===== src/rtl/multicycle_ctrl.sv =====
// Multi-cycle IF/ID/EX/MEM/WB control sequencer for the MIPS-subset datapath.
// Decodes op_code/funct into enables, selects and ALU_OP, and counts retired instructions.
module multicycle_ctrl (
  input  logic        clk,
  input  logic        rst,
  input  logic        run,
  input  logic [5:0]  op_code,
  input  logic [5:0]  funct,
  input  logic        ZF,
  output logic        IR_Write,
  output logic        PC_Write,
  output logic [1:0]  PC_src,
  output logic        Write_Reg,
  output logic [2:0]  ALU_OP,
  output logic        rd_rt_s,
  output logic        imm_s,
  output logic        rt_imm_s,
  output logic        Mem_Write,
  output logic        alu_mem_s,
  output logic [2:0]  state,
  output logic        illegal,
  output logic [31:0] inst_count
);

  typedef enum logic [2:0] {
    S_IF  = 3'b000,
    S_ID  = 3'b001,
    S_EX  = 3'b010,
    S_MEM = 3'b011,
    S_WB  = 3'b100,
    S_ERR = 3'b111
  } state_t;

  localparam logic [5:0] OP_R     = 6'b000000;
  localparam logic [5:0] OP_J     = 6'b000010;
  localparam logic [5:0] OP_BEQ   = 6'b000100;
  localparam logic [5:0] OP_ADDI  = 6'b001000;
  localparam logic [5:0] OP_SLTIU = 6'b001011;
  localparam logic [5:0] OP_ANDI  = 6'b001100;
  localparam logic [5:0] OP_ORI   = 6'b001101;
  localparam logic [5:0] OP_XORI  = 6'b001110;
  localparam logic [5:0] OP_LW    = 6'b100011;
  localparam logic [5:0] OP_SW    = 6'b101011;

  state_t      r_state;
  state_t      w_next;
  logic        r_illegal;
  logic [31:0] r_inst_count;
  logic        w_retire;

  logic [2:0]  w_alu_op;
  logic        w_imm_s;
  logic        w_rt_imm_s;
  logic        w_rd_rt_s;
  logic        w_legal;
  logic        w_is_lw;
  logic        w_is_sw;
  logic        w_is_beq;
  logic        w_is_j;

  assign w_is_lw  = (op_code == OP_LW);
  assign w_is_sw  = (op_code == OP_SW);
  assign w_is_beq = (op_code == OP_BEQ);
  assign w_is_j   = (op_code == OP_J);

  // Instruction decode: valid whenever the IR holds the current instruction (ID onward).
  always_comb begin
    w_alu_op   = 3'b000;
    w_imm_s    = 1'b0;
    w_rt_imm_s = 1'b0;
    w_rd_rt_s  = 1'b0;
    w_legal    = 1'b1;
    case (op_code)
      OP_R: begin
        case (funct)
          6'b100100: w_alu_op = 3'b000;
          6'b100101: w_alu_op = 3'b001;
          6'b100110: w_alu_op = 3'b010;
          6'b100111: w_alu_op = 3'b011;
          6'b100000: w_alu_op = 3'b100;
          6'b100010: w_alu_op = 3'b101;
          6'b101011: w_alu_op = 3'b110;
          6'b000100: w_alu_op = 3'b111;
          default:   w_legal  = 1'b0;
        endcase
      end
      OP_ADDI: begin
        w_alu_op = 3'b100; w_imm_s = 1'b1; w_rt_imm_s = 1'b1; w_rd_rt_s = 1'b1;
      end
      OP_ANDI: begin
        w_alu_op = 3'b000; w_rt_imm_s = 1'b1; w_rd_rt_s = 1'b1;
      end
      OP_ORI: begin
        w_alu_op = 3'b001; w_rt_imm_s = 1'b1; w_rd_rt_s = 1'b1;
      end
      OP_XORI: begin
        w_alu_op = 3'b010; w_rt_imm_s = 1'b1; w_rd_rt_s = 1'b1;
      end
      OP_SLTIU: begin
        w_alu_op = 3'b110; w_imm_s = 1'b1; w_rt_imm_s = 1'b1; w_rd_rt_s = 1'b1;
      end
      OP_LW, OP_SW: begin
        w_alu_op = 3'b100; w_imm_s = 1'b1; w_rt_imm_s = 1'b1; w_rd_rt_s = w_is_lw;
      end
      OP_BEQ: w_alu_op = 3'b101;
      OP_J:   w_alu_op = 3'b000;
      default: w_legal = 1'b0;
    endcase
  end

  always_comb begin
    w_next    = r_state;
    w_retire  = 1'b0;
    IR_Write  = 1'b0;
    PC_Write  = 1'b0;
    PC_src    = 2'b00;
    Write_Reg = 1'b0;
    Mem_Write = 1'b0;
    alu_mem_s = 1'b0;
    ALU_OP    = 3'b000;
    rd_rt_s   = 1'b0;
    imm_s     = 1'b0;
    rt_imm_s  = 1'b0;
    if (rst) begin
      if (r_state != S_IF && r_state != S_ERR) begin
        ALU_OP   = w_alu_op;
        rd_rt_s  = w_rd_rt_s;
        imm_s    = w_imm_s;
        rt_imm_s = w_rt_imm_s;
      end
      case (r_state)
        S_IF: begin
          if (run) begin
            IR_Write = 1'b1;
            PC_Write = 1'b1;
            w_next   = S_ID;
          end
        end
        S_ID: begin
          if (w_is_j) begin
            PC_Write = 1'b1;
            PC_src   = 2'b10;
            w_retire = 1'b1;
            w_next   = S_IF;
          end else if (w_legal) begin
            w_next = S_EX;
          end else begin
            w_next = S_ERR;
          end
        end
        S_EX: begin
          if (w_is_beq) begin
            PC_Write = ZF;
            PC_src   = 2'b01;
            w_retire = 1'b1;
            w_next   = S_IF;
          end else if (w_is_lw || w_is_sw) begin
            w_next = S_MEM;
          end else begin
            w_next = S_WB;
          end
        end
        S_MEM: begin
          if (w_is_sw) begin
            Mem_Write = 1'b1;
            w_retire  = 1'b1;
            w_next    = S_IF;
          end else begin
            w_next = S_WB;
          end
        end
        S_WB: begin
          Write_Reg = 1'b1;
          alu_mem_s = w_is_lw;
          w_retire  = 1'b1;
          w_next    = S_IF;
        end
        S_ERR:   w_next = S_ERR;
        default: w_next = S_IF;
      endcase
    end
  end

  always_ff @(posedge clk) begin
    if (!rst) begin
      r_state      <= S_IF;
      r_illegal    <= 1'b0;
      r_inst_count <= 32'd0;
    end else begin
      r_state <= w_next;
      if (w_next == S_ERR) r_illegal <= 1'b1;
      if (w_retire) r_inst_count <= r_inst_count + 32'd1;
    end
  end

  assign state      = r_state;
  assign illegal    = r_illegal;
  assign inst_count = r_inst_count;

endmodule


===== config.mk =====
export PLATFORM = sky130hd
export DESIGN_NAME = multicycle_ctrl
export DESIGN_NICKNAME = d
export VERILOG_FILES = /design/src/rtl/multicycle_ctrl.sv
export SDC_FILE = /design/constraint.sdc
export NUM_CORES = 1
export LEC_CHECK = 0
export ABC_CLOCK_PERIOD_IN_PS = 4100
export BUFFER_PORTS_ARGS = -buffer_cell sky130_fd_sc_hd__buf_2
export CAP_MARGIN = 15
export CORE_UTILIZATION = 25
export CTS_CLUSTER_SIZE = 40
export DETAILED_ROUTE_END_ITERATION = 16
export MAX_ROUTING_LAYER = met4
export PLACE_DENSITY = 0.51
export SYNTH_ARGS = -nofsm -noshare
export SYNTH_HDL_FRONTEND = slang
export SYNTH_SLANG_ARGS = --single-unit

===== constraint.sdc =====
create_clock -name clk -period 4.1 [get_ports clk]
set_input_delay 0.82 -clock clk [delete_from_list [all_inputs] [get_ports clk]]
set_output_delay 0.82 -clock clk [all_outputs]
set_load 0.03 [all_outputs]

==> run_results.csv <==
group,metric,value,unit
clock_tree,post_cts_buffers,0,
critical_path,required,3.28,ns
sta,worst_slew_pin_slew,1.188,ns
clock_tree,cts.clk_slew.worst_paths,0.08,ns
grt,grt_pass1_wl,12520,um
cells_and_area,drive_above_1_share,22.14,%
power_and_ir_drop,leakagePower,0.001202,uW
cells_and_area,final_cells,538,
clock_tree,cts_buffers,5,
floorplan,die-area,11230,sq um
sta,skew,0.008648,ns
power_and_ir_drop,peakVddDrop,0.0001085,V
floorplan,ios,65,
detailed_routing,wl_per_cell,13.98,um
power_and_ir_drop,switching_share,31.42,%
yosys,synthArstFlopShare,0,%
clock_tree,clock_latency,0.29,ns
detailed_routing,via_count,2775,
critical_path,r2r_slack,1.31,ns
cells_and_area,seq_area,720.7,sq um
place,port_buffers,64,
critical_path,cp_common_cell,"buf_2",
sta,final-max-slew-violation-count,0,
critical_path,criticalPathCategory,"primary input to output port",
floorplan,die_y,106.0,um
grt,grt_max_degree,62,
yosys,synth_edf_count,0,
cells_and_area,synthToLayoutAreaGrowth,17.95,%
grt,grtUsageTotal,14.07,%
critical_path,cpPeakStageDelay,0.48,ns
power_and_ir_drop,p_int,537.5,uW
critical_path,worst_setup_path_end_kind,"output port",
critical_path,arrival,2.35,ns
clock_tree,htreeDepth,2,
power_and_ir_drop,power_density,245.8,nW/um^2
floorplan,row_count,37,
job,maxCapViolCount,0,
floorplan,die_w,106.0,um
power_and_ir_drop,power_frac_seq,47.3,%
yosys,synth_cell_type_count,57,
min_path,hold_class,"flip-flop to flip-flop",
cells_and_area,n_fill_cell,1128,
place,place_congestion,0.7480,
grt,first_global_vias,2456,
sta,fin_ws,0.9344,ns
sta,holdWs,0.4674,ns
place,placed_area,3097,sq um
yosys,ys_dominant_reg_cell,"dfxtp_1",
floorplan,design.core.area,10420,sq um
critical_path,critical_path_peak_fanout,4,
clock_tree,root_buffer,"clkbuf_8",
place,pre_cts_slack,0.9365,ns
sta,fmax,315.9,MHz
sta,setup_viol,0,
sta,rsz0062_at_grt,"false",
power_and_ir_drop,power_frac_clock,34.5,%
critical_path,critPathLaunchType,"primary input",
power_and_ir_drop,p_switching,246.3,uW
clock_tree,cts_tree,"done",
critical_path,cp_cell_sequence,"buf_2, or3b_2, nand3b_1, a31oi_1, o31a_1, nor4b_1, buf_2",
floorplan,start_util,25.96,%
cells_and_area,diodes,0,
detailed_routing,routed_wirelength,7523,um
yosys,yosysSeqAreaShare,26.65,%
clock_tree,cts-resized-gates,0,
critical_path,cp_slowest_cell,"or3b_2",
clock_tree,cts_hold_buf,0,
yosys,syn_nets,368,
yosys,synthesis.instances,351,
detailed_routing,via_per_inst,5.158,
detailed_routing,firstDrtPassIters,4,
critical_path,reg2reg_depth,6,
yosys,ys_ff_latch,36,
clock_tree,clkSinkCount,36,
cells_and_area,multi_input_area,1814,sq um
detailed_routing,drc,0,
sta,fin_setup_tns,0,ns
yosys,syn-cell-area,2704,sq um
place,dp.cells,530,
outcome,status,"finished clean",
sta,hold_violations,0,
grt,overflow,0,
yosys,synth_area_per_cell,7.703,sq um
sta,max_slew_margin,20.73,%
place,dp_hpwl,5437,um
grt,antenna_found_initial,0,
min_path,whs_path_depth,2,
power_and_ir_drop,combPwrFrac,18.2,%
cells_and_area,layout.nets,418,
sta,min_period,3.166,ns
cells_and_area,final_area,3189,sq um
yosys,ys_warn_count,0,
detailed_routing,ant_nets,0,
detailed_routing,dr.first_iter.drc_count,157,
clock_tree,clk_path_buf_depth,2,
sta,finalCritPeriodShare,77.21,%
power groups by stage:
stage | Sequential, uW | Combinational, uW | Clock (uW)
after global routing | 373 | 158 | 296
after global placement | 378 | 140 | 0
after CTS | 371 | 143 | 279
final | 370 | 143 | 271
after detailed placement | 379 | 143 | 0
after floorplan | 381 | 104 | 0
cells by family after synthesis:
| family | after synthesis | share of synthesized area, % |
|---|---|---|
| compound gates | 73 | 20.55 |
| xor+xnor | 2 | 0.6480 |
| fa+ha+maj | 2 | 0.8329 |
| buf+inv | 35 | 6.247 |
| flops | 36 | 26.65 |
| mux | 29 | 10.74 |
| simple gates | 174 | 34.34 |
cells in the mapped netlist, types with 2 or more instances:
master,instances,area (sq um)
a2111oi_4,2,55.05
nand4_1,14,87.58
and3_1,10,62.56
a2111oi_1,2,20.02
o31a_1,3,26.28
a21oi_1,22,110.1
nor4b_1,3,26.28
a31oi_1,3,18.77
dfxtp_1,36,720.7
a2111o_1,2,22.52
buf_4,2,15.01
nor4_1,5,31.28
a211oi_1,10,75.07
a211o_1,2,17.52
nand3b_1,2,15.01
and2_1,3,18.77
mux2i_1,29,290.3
buf_6,3,33.78
nand2_1,53,198.9
buf_2,6,30.03
inv_1,7,26.28
nand3_1,18,90.09
o21ai_0,10,50.05
o211a_1,3,30.03
clkbuf_1,14,52.55
nor2_1,16,60.06
nor3_1,10,50.05
or3_1,3,18.77
o21a_1,3,22.52
nand2b_1,28,175.2
routing by layer:
layer / part of all wire (%) / track usage (%) / up-vias
met5: 0 / - / -
met4: 1.3 / 3.770 / 0
met3: 3.9 / 1.839 / 6
met2: 45 / 21.57 / 69
met1: 50 / 19.39 / 1313
li1: - / - / 1387
path summary, 6_finish.rpt:
path | to | startpoint
setup / recovery | ALU_OP[0] | funct[1]
hold / removal | inst_count[31] | inst_count[31]
setup reg to reg | inst_count[7] | state[1]
hold reg to reg | inst_count[31] | inst_count[31]
per-stage QoR:
| step | power, uW | utilization [%] |
|---|---|---|
| detailed placement | 521.6 | 29.73 |
| global route | 826.9 | 30.62 |
| CTS | 793.5 | 30.62 |
| global placement | 518.6 | 29.73 |
| finish | 783.8 | 30.62 |
| floorplan | 485.3 | - |
cell type report:
cell class | count | share of cell area [%]
Multi-Input combinational cell | 280 | 56.89
Clock buffer | 6 | 2.589
Clock inverter | 2 | 0.3138
Inverter | 9 | 1.059
Timing Repair Buffer | 69 | 11.22
Sequential cell | 36 | 22.60
Tap cell | 136 | 5.335
sequential cells by signal, indices dropped and copies added, names as in the netlist:
signal,cells
illegal,1
state,3
inst_count,32
cells in the final DEF (no fill, tap or decap), types with 2 or more instances in the layout:
cell type / count
nand4_1: 14
o31a_1: 3
a21oi_1: 22
clkinv_2: 2
nor2_1: 16
nand2b_1: 28
o211a_1: 3
nor4_1: 5
nor3_1: 10
o21ai_0: 10
nand2_1: 53
a2111oi_4: 2
o21a_1: 3
and2_1: 3
nand3_1: 18
clkbuf_8: 6
a2111o_1: 2
mux2i_1: 29
buf_2: 64
a211o_1: 2
dfxtp_1: 36
buf_4: 5
and3_1: 10
nand3b_1: 2
a31oi_1: 3
a211oi_1: 10
a2111oi_1: 2
nor4b_1: 3
inv_1: 7
or3_1: 3
critical path: cells and delay by family:
kind | cells | cell delay, ns
compound gates | 2 | 0.33
simple gates | 3 | 0.84
buf+inv | 2 | 0.36
(Power assumes the default switching activity.)
